[src/rtl/ysyx_23060191_wb_regfile.sv]
// Writeback sink: commits GPR/CSR writes and ecall/mret side effects, serves
// combinational register/CSR reads and raises a registered commit pulse.
module ysyx_23060191_wb_regfile #(
  parameter int unsigned CPU_WIDTH  = 32,
  parameter int unsigned REG_ADDR_W = 5
) (
  input  logic                  clk,
  input  logic                  rst,
  input  logic                  wb_valid,
  output logic                  wb_ready,
  input  logic                  wb_rd_wen,
  input  logic [REG_ADDR_W-1:0] wb_rd_addr,
  input  logic [CPU_WIDTH-1:0]  wb_rd_data,
  input  logic                  wb_csr_wen,
  input  logic [11:0]           wb_csr_addr,
  input  logic [CPU_WIDTH-1:0]  wb_csr_data,
  input  logic                  wb_ecall,
  input  logic                  wb_mret,
  input  logic [CPU_WIDTH-1:0]  wb_pc,
  input  logic [REG_ADDR_W-1:0] rs1_addr,
  input  logic [REG_ADDR_W-1:0] rs2_addr,
  output logic [CPU_WIDTH-1:0]  rs1_data,
  output logic [CPU_WIDTH-1:0]  rs2_data,
  input  logic [11:0]           csr_raddr,
  output logic [CPU_WIDTH-1:0]  csr_rdata,
  output logic [CPU_WIDTH-1:0]  mtvec_o,
  output logic [CPU_WIDTH-1:0]  mepc_o,
  output logic                  wb_done,
  output logic [CPU_WIDTH-1:0]  wb_done_pc
);

  localparam int unsigned NUM_REGS    = 32'(1) << REG_ADDR_W;
  localparam logic [11:0] CSR_MSTATUS = 12'h300;
  localparam logic [11:0] CSR_MTVEC   = 12'h305;
  localparam logic [11:0] CSR_MEPC    = 12'h341;
  localparam logic [11:0] CSR_MCAUSE  = 12'h342;
  localparam logic [CPU_WIDTH-1:0] MSTATUS_RST = CPU_WIDTH'(32'h0000_1800);
  localparam logic [CPU_WIDTH-1:0] CAUSE_ECALL = CPU_WIDTH'(11);

  typedef enum logic {IDLE, COMMIT} state_t;

  state_t                r_state;
  logic                  r_ready;
  logic                  r_done;
  logic [CPU_WIDTH-1:0]  r_done_pc;
  logic [CPU_WIDTH-1:0]  r_gpr [0:NUM_REGS-1];
  logic [CPU_WIDTH-1:0]  r_mstatus;
  logic [CPU_WIDTH-1:0]  r_mtvec;
  logic [CPU_WIDTH-1:0]  r_mepc;
  logic [CPU_WIDTH-1:0]  r_mcause;

  logic                  w_hs;
  logic                  w_rd_we;
  logic                  w_csr_we;
  logic [CPU_WIDTH-1:0]  w_mstatus_nxt;
  logic [CPU_WIDTH-1:0]  w_mtvec_nxt;
  logic [CPU_WIDTH-1:0]  w_mepc_nxt;
  logic [CPU_WIDTH-1:0]  w_mcause_nxt;
  logic [CPU_WIDTH-1:0]  w_rs1;
  logic [CPU_WIDTH-1:0]  w_rs2;
  logic [CPU_WIDTH-1:0]  w_csr_rd;

  assign w_hs     = wb_valid & r_ready;
  assign w_rd_we  = w_hs & wb_rd_wen & (wb_rd_addr != '0);
  assign w_csr_we = w_hs & wb_csr_wen;

  // CSR next values: software write first, trap side effects override conflicting fields
  always_comb begin
    w_mstatus_nxt = r_mstatus;
    w_mtvec_nxt   = r_mtvec;
    w_mepc_nxt    = r_mepc;
    w_mcause_nxt  = r_mcause;
    if (w_csr_we) begin
      case (wb_csr_addr)
        CSR_MSTATUS: w_mstatus_nxt = wb_csr_data;
        CSR_MTVEC:   w_mtvec_nxt   = wb_csr_data;
        CSR_MEPC:    w_mepc_nxt    = wb_csr_data;
        CSR_MCAUSE:  w_mcause_nxt  = wb_csr_data;
        default: ;
      endcase
    end
    if (wb_ecall) begin
      w_mepc_nxt            = wb_pc;
      w_mcause_nxt          = CAUSE_ECALL;
      w_mstatus_nxt[7]      = r_mstatus[3];
      w_mstatus_nxt[3]      = 1'b0;
      w_mstatus_nxt[12:11]  = 2'b11;
    end else if (wb_mret) begin
      w_mstatus_nxt[3]      = r_mstatus[7];
      w_mstatus_nxt[7]      = 1'b1;
      w_mstatus_nxt[12:11]  = 2'b11;
    end
  end

  // GPR read ports with same-cycle forwarding of the accepted write
  always_comb begin
    w_rs1 = '0;
    w_rs2 = '0;
    if (rs1_addr != '0)
      w_rs1 = (w_rd_we && (wb_rd_addr == rs1_addr)) ? wb_rd_data : r_gpr[rs1_addr];
    if (rs2_addr != '0)
      w_rs2 = (w_rd_we && (wb_rd_addr == rs2_addr)) ? wb_rd_data : r_gpr[rs2_addr];
  end

  always_comb begin
    w_csr_rd = '0;
    case (csr_raddr)
      CSR_MSTATUS: w_csr_rd = r_mstatus;
      CSR_MTVEC:   w_csr_rd = r_mtvec;
      CSR_MEPC:    w_csr_rd = r_mepc;
      CSR_MCAUSE:  w_csr_rd = r_mcause;
      default:     w_csr_rd = '0;
    endcase
  end

  always_ff @(posedge clk or posedge rst) begin
    if (rst) begin
      r_state   <= IDLE;
      r_ready   <= 1'b1;
      r_done    <= 1'b0;
      r_done_pc <= '0;
      r_mstatus <= MSTATUS_RST;
      r_mtvec   <= '0;
      r_mepc    <= '0;
      r_mcause  <= '0;
      for (int i = 0; i < NUM_REGS; i++) r_gpr[i] <= '0;
    end else begin
      case (r_state)
        IDLE: begin
          if (w_hs) begin
            r_state   <= COMMIT;
            r_ready   <= 1'b0;
            r_done    <= 1'b1;
            r_done_pc <= wb_pc;
            r_mstatus <= w_mstatus_nxt;
            r_mtvec   <= w_mtvec_nxt;
            r_mepc    <= w_mepc_nxt;
            r_mcause  <= w_mcause_nxt;
            if (w_rd_we) r_gpr[wb_rd_addr] <= wb_rd_data;
          end
        end
        COMMIT: begin
          r_state <= IDLE;
          r_ready <= 1'b1;
          r_done  <= 1'b0;
        end
        default: begin
          r_state <= IDLE;
          r_ready <= 1'b1;
          r_done  <= 1'b0;
        end
      endcase
    end
  end

  assign wb_ready   = r_ready;
  assign wb_done    = r_done;
  assign wb_done_pc = r_done_pc;
  assign rs1_data   = w_rs1;
  assign rs2_data   = w_rs2;
  assign csr_rdata  = w_csr_rd;
  assign mtvec_o    = r_mtvec;
  assign mepc_o     = r_mepc;

endmodule

[config.mk]
export PLATFORM = sky130hd
export DESIGN_NAME = ysyx_23060191_wb_regfile
export DESIGN_NICKNAME = d
export VERILOG_FILES = /design/src/rtl/ysyx_23060191_wb_regfile.sv
export SDC_FILE = /design/constraint.sdc
export NUM_CORES = 2
export LEC_CHECK = 0
export CAP_MARGIN = 20
export CORE_ASPECT_RATIO = 0.6
export CORE_MARGIN = 2
export CORE_UTILIZATION = 30
export DETAILED_ROUTE_END_ITERATION = 8
export PLACE_DENSITY = 0.47
export SLEW_MARGIN = 0
export SYNTH_ARGS = -nofsm -noshare
export SYNTH_HDL_FRONTEND = slang
export SYNTH_SLANG_ARGS = --single-unit
[constraint.sdc]
create_clock -name clk -period 66.2 [get_ports clk]
set_clock_uncertainty 0.05 [all_clocks]
set_input_delay 13.24 -clock clk [delete_from_list [all_inputs] [get_ports clk]]
set_output_delay 13.24 -clock clk [all_outputs]
set_load 0.01 [all_outputs]
-- Word-level counts from Yosys, hierarchy flattened
Cells that the tools add are included.
- register bits after elaboration: 1187
- input port bits: 142
- output and inout port bits: 194
- logic and storage cells: 116
- magnitude comparators: 4
- eq/ne operators: 11
- multiplexer cells: 34
- bitwise operators: 8
- reduce and logical (&&, ||, !) cells: 18
- operators with widths (operator ; count):
    bitwise mux 1024 bit ; 1
    2-to-1 mux 32 bit ; 15
    binary-select mux 32 bit (select 5 bit) ; 2
    demux 32 bit (select 5 bit) ; 1
    case mux 32 bit (4 select lines) ; 1
    == test 12 x 10 -> 1 bit (second input constant) ; 8
    2-to-1 mux 13 bit ; 2
    AND reduction 4 bit ; 5
    >= comparator 6 bit (second input constant) ; 3
    inverter 5 -> 6 bit ; 3
    nonzero test 5 bit ; 3
    == test 5 bit ; 2
    2-to-1 mux 1 bit ; 7
    less-than comparator 6 x 1 -> 1 bit (second input constant) ; 1
    case mux 1 bit (2 select lines) ; 3
    nonzero test 2 bit ; 3
    nonzero test 3 bit ; 2
    AND 1 bit ; 4
    2-to-1 mux 2 bit ; 2
    logical AND 1 bit ; 3
    AND reduction 3 bit ; 1
    inequality test 2 bit (second input constant) ; 1
    AND reduction 2 bit ; 1
    inverter 1 bit ; 1

-- Logic depth before layout (Yosys ltp)
- depth after elaboration: 6
- depth in mapped cells: 10
- depth with buffers taken out: 5

-- Worst setup path after synthesis
Ideal clock, no wire load.
- kind: input -> output
- start point: in csr_raddr[5]
- end point: out csr_rdata[10]
- data arrival time: 15.088 ns
- data required time: 52.910 ns
- path slack: 37.822 ns
- stages on the path: 6
- path buffers: 1
- path through: or3_1 > or4_4 > or3b_4 > nor3b_4 > buf_6 > a221o_1
- cells in the longest elaborated chain, start to end: 2
- elaborated cells between the ends (all ways): 5
- classes of those cells: eq/ne: 4; mux: 1
- ends and longest elaborated chain (what ; RTL line ; RTL):
    start, declared ; 24 ; input logic [11:0] csr_raddr,
    == test 12 x 10 -> 1 bit ; 107 ; case (csr_raddr)
    case mux 32 bit (4 select lines) (*) ; 107 ;
    end, declared ; 25 ; output logic [CPU_WIDTH-1:0] csr_rdata,
Every way passes the cells marked *; elsewhere a longest branch is shown, timed or not.

-- Worst setup path in the final report
- start point: in rs1_addr[0]
- end point: out rs1_data[27]
- cells in the longest elaborated chain, start to end: 6
- elaborated cells between the ends (all ways): 9
- classes of those cells: eq/ne: 1; mux: 5; bitwise: 1; reduce/logical: 2
- ends and longest elaborated chain (what ; RTL line ; RTL):
    start, declared ; 20 ; input logic [REG_ADDR_W-1:0] rs1_addr,
    inverter 5 -> 6 bit (not written as such) ; 100 ; w_rs1 = (w_rd_we && (wb_rd_addr == rs1_addr)) ? wb_rd_data : r_gpr[rs1_addr];
    binary-select mux 32 bit (select 5 bit) ; 100 ;
    2-to-1 mux 32 bit (not written as such) (2 in series) ; 100 ;
    2-to-1 mux 32 bit ; 100 ;
    2-to-1 mux 32 bit (*) ; 99 ; if (rs1_addr != '0)
    end, declared ; 22 ; output logic [CPU_WIDTH-1:0] rs1_data,
Every way passes the cells marked *; elsewhere a longest branch is shown, timed or not. The select of a mux whose other input is x is not followed.

==> impl_metrics.yaml <==
outcome:
  outcome: "finished, final reports clean"
sta:
  slew_viol_final: 0
  worst_pin_slew_ns: 1.21
  fmax_ghz: 0.0320
  rsz0062_at_grt: "no"
  relSlewSlack: 0.190
  post-route-min-period_ns: 31.27
  finalCritPeriodShare: 0.472
  finalSetupViolCount: 0
  final-hold-violation-count: 0
  final.setup.worst_slack_ns: 34.93
  finalSetupTns_ns: 0
clock_tree:
  post_cts_buffers: 0
  cts_resized: 0
  cts_max_level: 3
  clk_path_buf_depth: 3
  cts-root-buf: "clkbuf_16"
  clk_latency_ns: 0.74
  ctsHoldBuffers: 0
  cts_buffers: 116
  cts_sinks: 1187
  cts_tree: "built"
  path_clk_slew_ns: 0.07
grt:
  track_usage: 0.235
  grt_max_degree: 174
  grt_overflow: 0
  grt_pass1_wl_um: 359000
  grt_pass1_vias: 44200
  antenna_found_initial: 21
synth:
  synth_adder_area_share: 0
  ys_seq_elements: 1187
  synth_top_family_by_area: "multiplexers"
  synth_nets: 4690
  netlist_top_cells_count: "dfrtp_1 (1184), mux2_2 (1119), mux4_2 (355)"
  synth.most_common_cell: "dfrtp_1"
  ys.flop_type: "dfrtp_1"
  ys_types: 72
  synth-xor-area-share: 0.00139
  mappedNetlistArea_sq_mm: 0.0628
  ys_seq_area_frac: 0.473
  postSynthCellCount: 4548
  synthMuxAreaShare: 0.375
  synth_top_area_cell: "dfrtp_1"
  synth_compound_area_frac: 0.0829
  synthSimpleGateAreaFrac: 0.0311
  yosys-top-cells-area: "dfrtp_1 (47%), mux2_2 (20%), mux4_2 (13%)"
  synth-async-reset-ratio: 1.00
  synth_edf_count: 0
  yosys_warnings: 0
  synth_top_area_share: 0.472
  synth_area_per_cell_sq_um: 13.8
die:
  top_level_ports: 336
  die_h_um: 358
  start_util: 0.301
  die_area_sq_mm: 0.213
  rows: 130
  die_width_um: 595
  fp.coreArea_sq_mm: 0.209
routing:
  avgViaCountPerCell: 5.88
  antenna_left: 0
  drc_errors: 0
  routed_wl_um: 255000
  drtPass1Iterations: 5
  wl_per_cell_um: 33.9
  drt_iter0_markers: 4458
  num_vias: 44200
finish:
  nFillCells: 20200
  seq_area_sq_mm: 0.0297
  layout-drive-gt1-share: 0.409
  multi_input_area_sq_mm: 0.0312
  layout.nets: 4789
  syn2layout_area_growth_pct: 16.3
power_and_ir_drop:
  p_per_area_mw_per_mm2: 21.8
  power.leakage_nw: 33.1
  ir_worst_vdd_mv: 0.0227
worst_setup_path:
  slowest_delay_ns: 0.88
  cp-start-kind: "input pin"
  arrival_ns: 17.98
  worstSetupPathType: "in -> out"
  endpoint_kind: "primary output"
  crit_path_max_fanout: 80
  crit_chain: "buf_8 > buf_4 > buf_4 > mux2_2 > o22ai_1 > a2111oi_0 > a21oi_1 > a21oi_1 > clkdlybuf4s50_1"
  cp_slowest_cell: "buf_4"
  cp.required_ns: 52.91
worst_hold_path:
  hp-class: "reg -> reg"
run:
  max_cap_viol_count: 0
place:
  io_buffer_count: 335
  gp_congestion: 0.831
  post-place-ws_ns: 34.78
  dp_hpwl_um: 153000
==> final cells by class <==
class                      count  area share
inverter                      10    0.000616
timing repair buffer         489      0.0636
multi-input combinational   2843       0.426
sequential                  1187       0.406
tap                         2772      0.0475
clock inverter                49     0.00926
clock buffer                 160      0.0458
antenna                       10    0.000342
==> report_power, final <==
group / internal [W] / leakage [nW] / switching (W)
Clock: 0.000411 / 2.00 / 0.000317
Combinational: 0.0000432 / 14.5 / 0.0000949
Sequential: 0.000725 / 16.6 / 0
==> sequential cells by signal (all words and copies together) (netlist names) <==
name,flops
wb_done,1
r_state,1
mtvec_o,32
mepc_o,32
r_mcause,32
r_gpr,1024
r_mstatus,32
wb_done_pc,32
wb_ready,1
==> metal layers <==
layer,GRT usage,share of wire,wire length [um]
met1,0.355,0.48,122000
met2,0.334,0.42,106000
met3,0.0607,0.082,20900
met4,0.0528,0.021,5400
met5,0,0.00022,55
==> critical path: cells and delay by family <==
kind                   cells  cell delay [ns]
AO/OA/AOI/OAI              4             1.56
buffers and inverters      4             2.74
multiplexers               1             0.28
==> cells in the final DEF (no fill, tap or decap), drive strengths merged, types with 29 or more instances in the layout <==
master	instances
buf	161
a221oi	73
clkdlybuf4s50	325
nor2b	29
clkbuf	163
nor3	30
a221o	68
nand4	38
nor2	59
a21bo	29
o21ai	77
a21oi	104
o22ai	140
nand3	31
dfrtp	1184
a22oi	41
a211oi	32
mux2i	296
mux2	1119
mux4	355
clkinv	31
nand2	57
a22o	34
==> cells by family (layout without fill, tap and decap cells) <==
logic type / count (synthesis) / after routing
flops: 1187 / 1187
compound gates: 711 / 711
mux: 1770 / 1770
other cells: 0 / 10
buf+inv: 518 / 708
simple gates: 352 / 352
xor+xnor: 10 / 10
==> per-stage QoR <==
step	hold slack, ns	power [W]	instance area, sq um	std cells	utilization
2_1_floorplan	0.388	0.000812	62800	4548	-
3_3_place_gp	0.328	0.000877	68900	7295	0.330
3_5_place_dp	0.330	0.000877	69000	7299	0.331
4_1_cts	0.343	0.00161	73000	7508	0.350
5_1_grt	0.353	0.00164	73100	7514	0.350
6_report	0.344	0.00159	73100	7520	0.350
==> final timing paths <==
kind,startpoint,to,slack [ns],cells after the start
min reg2reg,r_gpr[1019],r_gpr[1019],0.34,0
max in group asynchronous,rst,r_gpr[0],49.37,6
max reg2reg,wb_ready,r_gpr[821],61.74,6
min in group asynchronous,rst,r_gpr[375],12.96,2
min,r_gpr[1019],r_gpr[1019],0.34,0
max,rs1_addr[0],rs1_data[27],34.93,9
Power figures use the tool's default switching activity.
